--- config.mk ---
export PLATFORM = sky130hd
export DESIGN_NAME = approx_err_stats
export DESIGN_NICKNAME = d
export VERILOG_FILES = /design/src/rtl/approx_pkg.sv /design/src/rtl/approx_err_dist.sv /design/src/rtl/approx_err_stats.sv
export SDC_FILE = /design/constraint.sdc
export NUM_CORES = 1
export LEC_CHECK = 0
export CELL_PAD_IN_SITES_DETAIL_PLACEMENT = 1
export CELL_PAD_IN_SITES_GLOBAL_PLACEMENT = 1
export CORE_MARGIN = 1.5
export CORE_UTILIZATION = 42
export DETAILED_ROUTE_END_ITERATION = 8
export PLACE_DENSITY_LB_ADDON = 0.2
export SETUP_SLACK_MARGIN = 0.15
export SYNTH_ARGS = -nofsm -noshare
export SYNTH_HDL_FRONTEND = slang
export SYNTH_SLANG_ARGS = --single-unit
export TNS_END_PERCENT = 1
--- constraint.sdc ---
create_clock -name clk_i -period 3.1 [get_ports clk_i]
set_input_delay 0.465 -clock clk_i [delete_from_list [all_inputs] [get_ports clk_i]]
set_output_delay 0.465 -clock clk_i [all_outputs]
set_load 0.01 [all_outputs]
--- src/rtl/approx_pkg.sv ---
// Shared types, default sizes and helpers for the approximate-adder error monitor.
package approx_pkg;

  typedef enum logic [1:0] {StIdle, StRun, StDrain, StDone} state_e;

  localparam int unsigned DefWidth    = 16;
  localparam int unsigned DefAccWidth = 32;
  localparam int unsigned DefCntWidth = 16;

  // Unsigned add clamped to the all-ones value of a width-bit accumulator (width <= 64).
  function automatic logic [63:0] sat_add(input logic [63:0]   acc,
                                          input logic [63:0]   inc,
                                          input int unsigned   width);
    logic [64:0] sum;
    logic [63:0] lim;
    sum = {1'b0, acc} + {1'b0, inc};
    lim = (width >= 64) ? '1 : ((64'd1 << width) - 64'd1);
    return (sum[64] || (sum[63:0] > lim)) ? lim : sum[63:0];
  endfunction

endpackage

--- src/rtl/approx_err_dist.sv ---
// Combinational error distance: |(a + b) mod 2^WIDTH - approx|.
module approx_err_dist
  import approx_pkg::*;
#(
  parameter int unsigned WIDTH = DefWidth
) (
  input  logic [WIDTH-1:0] a_i,
  input  logic [WIDTH-1:0] b_i,
  input  logic [WIDTH-1:0] approx_i,
  output logic [WIDTH-1:0] err_o
);

  logic [WIDTH-1:0] exact;

  always_comb begin
    // Carry-out dropped so the reference truncates exactly like the adder output.
    exact = a_i + b_i;
    if (exact >= approx_i) begin
      err_o = exact - approx_i;
    end else begin
      err_o = approx_i - exact;
    end
  end

endmodule

--- src/rtl/approx_err_stats.sv ---
// Windowed error statistics for an approximate adder: total, max and count of |exact - approx|.
// Define APPROX_ERR_RATE_EN to add res_nz_count_o (number of samples with non-zero error).
module approx_err_stats
  import approx_pkg::*;
#(
  parameter int unsigned WIDTH     = DefWidth,
  parameter int unsigned ACC_WIDTH = DefAccWidth,
  parameter int unsigned CNT_WIDTH = DefCntWidth
) (
  input  logic                 clk_i,
  input  logic                 rst_ni,
  input  logic                 start_i,
  input  logic [CNT_WIDTH-1:0] cfg_len_i,
  input  logic                 in_valid_i,
  output logic                 in_ready_o,
  input  logic [WIDTH-1:0]     in_a_i,
  input  logic [WIDTH-1:0]     in_b_i,
  input  logic [WIDTH-1:0]     in_approx_i,
  output logic                 res_valid_o,
  input  logic                 res_ready_i,
  output logic [ACC_WIDTH-1:0] res_total_o,
  output logic [WIDTH-1:0]     res_max_o,
  output logic [CNT_WIDTH-1:0] res_count_o,
`ifdef APPROX_ERR_RATE_EN
  output logic [CNT_WIDTH-1:0] res_nz_count_o,
`endif
  output logic                 busy_o
);

  state_e               state_q, state_d;
  logic [CNT_WIDTH-1:0] len_q, len_d;
  logic [CNT_WIDTH-1:0] acc_cnt_q, acc_cnt_d;
  logic                 s1_valid_q;
  logic [WIDTH-1:0]     s1_err_q;
  logic [WIDTH-1:0]     err;
  logic [ACC_WIDTH-1:0] total_q, total_d;
  logic [WIDTH-1:0]     max_q, max_d;
  logic [CNT_WIDTH-1:0] count_q, count_d;
  logic                 accept;
  logic                 clear;
`ifdef APPROX_ERR_RATE_EN
  logic [CNT_WIDTH-1:0] nz_q, nz_d;
`endif

  approx_err_dist #(
    .WIDTH (WIDTH)
  ) u_dist (
    .a_i      (in_a_i),
    .b_i      (in_b_i),
    .approx_i (in_approx_i),
    .err_o    (err)
  );

  assign in_ready_o  = (state_q == StRun);
  assign res_valid_o = (state_q == StDone);
  assign busy_o      = (state_q != StIdle);
  assign accept      = in_valid_i && in_ready_o;

  always_comb begin
    state_d   = state_q;
    len_d     = len_q;
    acc_cnt_d = acc_cnt_q;
    clear     = 1'b0;
    unique case (state_q)
      StIdle: begin
        if (start_i) begin
          len_d     = cfg_len_i;
          acc_cnt_d = '0;
          clear     = 1'b1;
          state_d   = (cfg_len_i == '0) ? StDone : StRun;
        end
      end
      StRun: begin
        if (accept) begin
          acc_cnt_d = acc_cnt_q + CNT_WIDTH'(1);
          if (acc_cnt_d == len_q) begin
            state_d = StDrain;
          end
        end
      end
      // Accumulators are the second stage, so an empty stage 1 means everything has landed.
      StDrain: begin
        if (!s1_valid_q) begin
          state_d = StDone;
        end
      end
      StDone: begin
        if (res_ready_i) begin
          state_d = StIdle;
        end
      end
      default: state_d = StIdle;
    endcase
  end

  always_comb begin
    total_d = total_q;
    max_d   = max_q;
    count_d = count_q;
`ifdef APPROX_ERR_RATE_EN
    nz_d    = nz_q;
`endif
    if (clear) begin
      total_d = '0;
      max_d   = '0;
      count_d = '0;
`ifdef APPROX_ERR_RATE_EN
      nz_d    = '0;
`endif
    end else if (s1_valid_q) begin
      total_d = ACC_WIDTH'(sat_add(64'(total_q), 64'(s1_err_q), ACC_WIDTH));
      if (s1_err_q > max_q) begin
        max_d = s1_err_q;
      end
      count_d = count_q + CNT_WIDTH'(1);
`ifdef APPROX_ERR_RATE_EN
      if (s1_err_q != '0) begin
        nz_d = nz_q + CNT_WIDTH'(1);
      end
`endif
    end
  end

  always_ff @(posedge clk_i or negedge rst_ni) begin
    if (!rst_ni) begin
      state_q    <= StIdle;
      len_q      <= '0;
      acc_cnt_q  <= '0;
      s1_valid_q <= 1'b0;
      s1_err_q   <= '0;
      total_q    <= '0;
      max_q      <= '0;
      count_q    <= '0;
`ifdef APPROX_ERR_RATE_EN
      nz_q       <= '0;
`endif
    end else begin
      state_q    <= state_d;
      len_q      <= len_d;
      acc_cnt_q  <= acc_cnt_d;
      s1_valid_q <= accept;
      if (accept) begin
        s1_err_q <= err;
      end
      total_q    <= total_d;
      max_q      <= max_d;
      count_q    <= count_d;
`ifdef APPROX_ERR_RATE_EN
      nz_q       <= nz_d;
`endif
    end
  end

  assign res_total_o = total_q;
  assign res_max_o   = max_q;
  assign res_count_o = count_q;
`ifdef APPROX_ERR_RATE_EN
  assign res_nz_count_o = nz_q;
`endif

endmodule

# After elaboration in Yosys (flattened, before gate mapping)
# Cells that the tools add are included.
dict set report totals {
  register_bits 115
  word_cells 59
}
dict set report op_classes {
  order_cmp 3
  muxes 21
  reduce_logical 12
  n_eq_ne 9
  addsub 6
}
# cell count
set op_table {}
lappend op_table {{2-to-1 mux 16 bit} 8}
lappend op_table {{2-to-1 mux 32 bit} 3}
lappend op_table {{adder 32 x 16 -> 33 bit} 1}
lappend op_table {{greater-than comparator 33 x 32 -> 1 bit (second input constant)} 1}
lappend op_table {{adder 16 x 1 -> 16 bit (second input constant)} 2}
lappend op_table {{case mux 16 bit (2 select lines)} 1}
lappend op_table {{subtractor 16 bit} 2}
lappend op_table {{adder 16 bit} 1}
lappend op_table {{equality test 16 bit} 1}
lappend op_table {{greater-or-equal comparator 16 bit} 1}
lappend op_table {{greater-than comparator 16 bit} 1}
lappend op_table {{logical NOT 16 bit} 1}
lappend op_table {{2-to-1 mux 2 bit} 6}
lappend op_table {{case mux 2 bit (4 select lines)} 1}
lappend op_table {{nonzero test 2 bit} 4}
lappend op_table {{!= test 2 x 1 -> 1 bit (second input constant)} 3}
lappend op_table {{AND reduction 5 bit} 1}
lappend op_table {{equality test 2 bit (second input constant)} 2}
lappend op_table {{!= test 2 bit (second input constant)} 2}
lappend op_table {{AND reduction 2 bit} 2}
lappend op_table {{AND reduction 3 bit} 1}
lappend op_table {{equality test 2 x 1 -> 1 bit (second input constant)} 1}
lappend op_table {{logical NOT 2 bit} 1}
lappend op_table {{2-to-1 mux 1 bit} 2}
lappend op_table {{other kinds (2)} 2}

# Logic depth before layout (Yosys ltp)
dict set report logic_depth {
  ltp_word 6
  mapped_depth 23
  ltp_nobuf 22
}

# By module
# A second synthesis with hierarchy kept.
dict set report hier_totals {
  cells_unflattened 1069
  area_unflattened_um2 9201.3
}
# module instances cells_per_inst area_per_inst_um2
set modules_own_cells {}
lappend modules_own_cells {approx_err_stats 1 743 6815.3}
lappend modules_own_cells {approx_err_dist 1 326 2386.0}

# Worst setup path after synthesis
# OpenSTA, ideal clock, no wires.
dict set report synth_path {
  kind {input port to flip-flop}
  startpoint {input in_a_i[0]}
  endpoint {register s1_err_q[8]}
  arrival_ns 4.430
  setup_slack_ns -1.458
  path_stages 22
  required_ns 2.971
  cell_sequence {ha_1 -> inv_1 -> fa_1 -> nor2b_1 -> o21ai_0 -> a21boi_0 -> o21ai_0 -> a21oi_1 -> a2111o_1 -> a31o_2 -> a21o_1 -> xor2_1 -> ha_1 -> nand2_1 -> o21ai_0 -> a21o_1 -> nand2_2 -> o31ai_1 -> o221ai_1 -> a221oi_1 -> xor2_1 -> o21ai_1}
}
dict set report synth_between {
  elab_chain_cells 3
  elab_cells_between_ends 5
  cone_classes {3 x add/sub; 1 x order compare; 1 x mux}
}
# element line_no
set synth_lines {}
lappend synth_lines {{start, declared} approx_err_stats.sv:16} ;# input logic [WIDTH-1:0] in_a_i,
lappend synth_lines {{adder 16 bit (*)} approx_err_dist.sv:17} ;# exact = a_i + b_i;
lappend synth_lines {{subtractor 16 bit, or another cell as far along} approx_err_dist.sv:21} ;# err_o = approx_i - exact;
lappend synth_lines {{2-to-1 mux 16 bit (*)} approx_err_dist.sv:18} ;# if (exact >= approx_i) begin
lappend synth_lines {{end signal, assigned} approx_err_stats.sv:143} ;# s1_err_q <= err;
lappend synth_lines {{end, declared} approx_err_stats.sv:34} ;# logic [WIDTH-1:0] s1_err_q;
# Mark *: on every way between the ends. The rest lies on a longest branch, timed or not.
# A chain may end at the register's enable or synchronous reset.

# Worst setup path in the final report
dict set report layout_path {
  startpoint {input in_b_i[0]}
  endpoint {register s1_err_q[8]}
}
dict set report layout_between {
  elab_chain_cells 3
  elab_cells_between_ends 5
  cone_classes {3 x add/sub; 1 x order compare; 1 x mux}
}
# element line_no
set layout_lines {}
lappend layout_lines {{start, declared} approx_err_stats.sv:17} ;# input logic [WIDTH-1:0] in_b_i,
lappend layout_lines {{adder 16 bit (*)} approx_err_dist.sv:17}
lappend layout_lines {{subtractor 16 bit, or another cell as far along} approx_err_dist.sv:21}
lappend layout_lines {{2-to-1 mux 16 bit (*)} approx_err_dist.sv:18}
# Marks and branches as above.

==> flow_metrics.py <==
metrics = {
    "timing": {
        "setup_viol": 15,
        "timing.final.ws_setup_ns": -1.14,
        "hold_viol_final": 0,
        "fin_crit_sh_pct": 137,
        "finClkSkew_ns": 0.00964,
        "worst_pin_slew_ns": 0.757,
        "rsz0062_at_grt": "true",
        "max_slew_margin_pct": 49.4,
        "slew_violations": 0,
        "fmax_ghz": 0.236,
        "min_period_ns": 4.24,
    },
    "power": {
        "irDropWorstVdd_mv": 0.329,
        "p_leak_nw": 5.75,
        "power_density_mw_per_mm2": 789,
        "report.power.total_mw": 9.82,
    },
    "cts": {
        "clock-sinks": 115,
        "numCtsBuffers": 17,
        "clkTransAtPathRegs_ns": 0.06,
        "clk_latency_ns": 0.42,
        "clk_path_buf_depth": 2,
        "clock-root-buffer": "clkbuf_16",
        "cts_tree": "built",
        "htree_levels": 4,
    },
    "global_route": {
        "grt-ovfl-total": 0,
        "grt_max_degree": 45,
        "grt_pass1_vias": 9308,
        "grt.total_usage_pct": 27.5,
        "grt_pass1_wl_um": 47500,
        "antenna_found_initial": 0,
    },
    "floorplan": {
        "rows": 52,
        "die_y_um": 148,
        "core_mm2": 0.0204,
        "io_pins": 136,
        "die_x_um": 148,
        "start_util_pct": 43.1,
        "die_area_mm2": 0.0218,
    },
    "layout": {
        "area_delta_synth_final_pct": 41.7,
        "layout-drive-gt1-share_pct": 20.9,
        "nets": 1454,
        "antenna_cells": 0,
    },
    "synth": {
        "netlist_area_mm2": 0.00878,
        "yosys.area.top_type": "dfrtp_1",
        "syn-mean-instance-area_um2": 8.53,
        "syn_inst": 1029,
        "yosys_warnings": 0,
        "ys_seq_elements": 115,
        "synth_edf_count": 0,
        "ys_seq_area_share_pct": 32.8,
        "synthTopCellsByArea": "dfrtp_1 (33%), ha_1 (12%), o21ai_0 (5.7%)",
        "synth_cell_types": 75,
        "ys_async_sr_fraction_pct": 100,
        "synth_flop_cell": "dfrtp_1",
        "synth.top_cell.area_share_pct": 32.8,
        "syn-num-nets": 1187,
    },
    "routing": {
        "drtIter0Drc": 377,
        "viasPerCell": 5.59,
        "wirelength_um": 29800,
        "vias": 8828,
        "wire_per_inst_um": 18.9,
        "drtAntennaViolNets": 0,
        "drc_errors": 0,
        "drtPass1Iterations": 4,
    },
    "outcome": {
        "status": "finished, violations left",
        "violations": "negative setup slack",
    },
    "critical_path": {
        "critical_path.max_stage_delay_ns": 0.41,
        "cp_num_buf_inv": 4,
        "path_class": "input pin to flop",
        "critPathRequiredTime_ns": 3.39,
        "critPathLaunchType": "input pin",
        "cp_common_cell": "buf_6",
        "slowest_stage": "a2111o_1",
        "critPathCaptureType": "flop",
        "crit_arrival_ns": 4.53,
        "critPathTopFamily": "compound AO/OA/AOI/OAI gates",
        "cp_max_fo": 3,
    },
    "placement": {
        "pre_cts_ws_ns": -2.10,
        "io_buffer_count": 135,
        "post-dp-hpwl_um": 21700,
        "gp_congestion": 0.944,
    },
    "hold_path": {
        "hp-class": "input pin to async pin",
    },
    "run": {
        "maxCapViolCount": 0,
    },
}
[cells in the mapped netlist, types with 4 or more instances]
library cell  instances
a311oi_1              8
and3_1               18
nor3_1               13
o21bai_1              5
nand4_1              15
o21ai_1              10
a21o_1               26
o211ai_1              4
buf_2                 4
nor2b_1               7
o211a_1               4
nor2_1               54
and4_1                4
inv_1                74
and3_4                4
nand2_1             109
mux2i_1              11
o21ai_0             100
a21oi_1              73
o31ai_1              10
xnor2_1              46
a31oi_1              22
and2_1               11
fa_1                  4
ha_1                 85
nand2b_1             10
clkbuf_1             30
or3_1                 4
xor2_1               34
a211oi_1              8
nor4_1                4
o21a_1               13
nand3_1              33
dfrtp_1             115
[routing by layer]
metal / routed length, um / GRT usage (%) / vias to the layer above
met1: 12400 / 33.0 / 4408
met3: 1050 / 3.92 / 55
li1: - / - / 4183
met4: 732 / 9.65 / 0
met5: 0 / 0 / -
met2: 15600 / 49.9 / 182
[flip-flops by register name, summed over array words and instances, names as in the netlist]
register     cells
s1_err_q        16
res_total_o     32
res_max_o       16
s1_valid_q       1
res_count_o     16
len_q           16
state_q          2
acc_cnt_q       16
[cell usage in the layout, fill, tap and decap left out, types with 5 or more instances in the layout]
master	n
a21oi_1	64
a211oi_1	6
nand2_1	107
inv_1	71
buf_6	9
and3_1	18
o31ai_1	8
nand2b_1	10
clkdlybuf4s50_1	125
a311oi_2	5
nand3_1	32
mux2i_1	9
nor2_1	52
o21a_1	12
o21ai_1	9
buf_4	148
nor2b_1	5
ha_1	80
xnor2_1	45
a21oi_2	8
nand4_1	15
o21ai_2	7
and2_1	10
a21o_1	26
clkbuf_16	17
dfrtp_1	115
a31oi_1	19
o21ai_0	93
nor3_1	13
xor2_1	33
[timing repair]
action | 4_1_cts | 5_1_grt
setup buffers | 7 | 9
setup endpoints to repair | 33 | 44
hold buffers | 0 | 0
hold endpoints to repair | 0 | 0
resized for setup | 56 | 37
pin swaps | 29 | 51
cloned | 0 | 0
[stage by stage]
stage	hold slack, ns	util (%)	instances	setup TNS, ns	area (um2)
global route	0.0842	61.1	1578	-17.24	12400
floorplan	0.169	-	1029	-14.41	8820
CTS	0.0679	60.0	1569	-13.69	12200
detailed placement	0.497	55.8	1531	-28.71	11400
finish	0.0410	61.1	1578	-14.66	12400
global placement	0.488	55.8	1531	-26.05	11400
[worst paths after layout]
kind	startpoint	end	slack [ns]	cells past startpoint
worst min-delay path	rst_ni	res_total_o[23]$_DFFE_PN0P_	0.04	1
worst max register to register	s1_err_q[0]$_DFFE_PN0P_	res_total_o[22]$_DFFE_PN0P_	0.16	12
min in group clk_i	len_q[3]$_DFFE_PN0P_	len_q[3]$_DFFE_PN0P_	0.51	2
max in group asynchronous	rst_ni	res_max_o[1]$_DFFE_PN0P_	2.19	2
worst min register to register	len_q[3]$_DFFE_PN0P_	len_q[3]$_DFFE_PN0P_	0.51	2
worst max-delay path	in_b_i[0]	s1_err_q[8]$_DFFE_PN0P_	-1.14	25
[kinds of logic after synthesis]
group / Yosys count / share of synthesized area (%)
xor+xnor: 80 / 7.98
fa+ha+maj: 89 / 13.0
mux: 12 / 1.38
flops: 115 / 32.8
buf+inv: 116 / 5.42
compound gates: 313 / 22.2
simple gates: 304 / 17.2
[report_power, final]
part | total, mW | switching [mW] | leakage, nW | internal, mW
sequential | 2.37 | 0.481 | 1.52 | 1.89
combinational | 5.34 | 2.84 | 3.92 | 2.50
clock | 2.11 | 0.705 | 0.306 | 1.40
total | 9.82 | 4.03 | 5.75 | 5.79
[final cells by class]
cell class | instances | area [um2]
clock inverters | 9 | 151
fillers | 2355 | 7930
inverters | 74 | 278
flip-flops and latches | 115 | 2880
repair buffers | 290 | 2540
clock buffers | 22 | 474
multi-input cells | 798 | 5780
well taps | 270 | 338
Power figures use the tool's default switching activity.
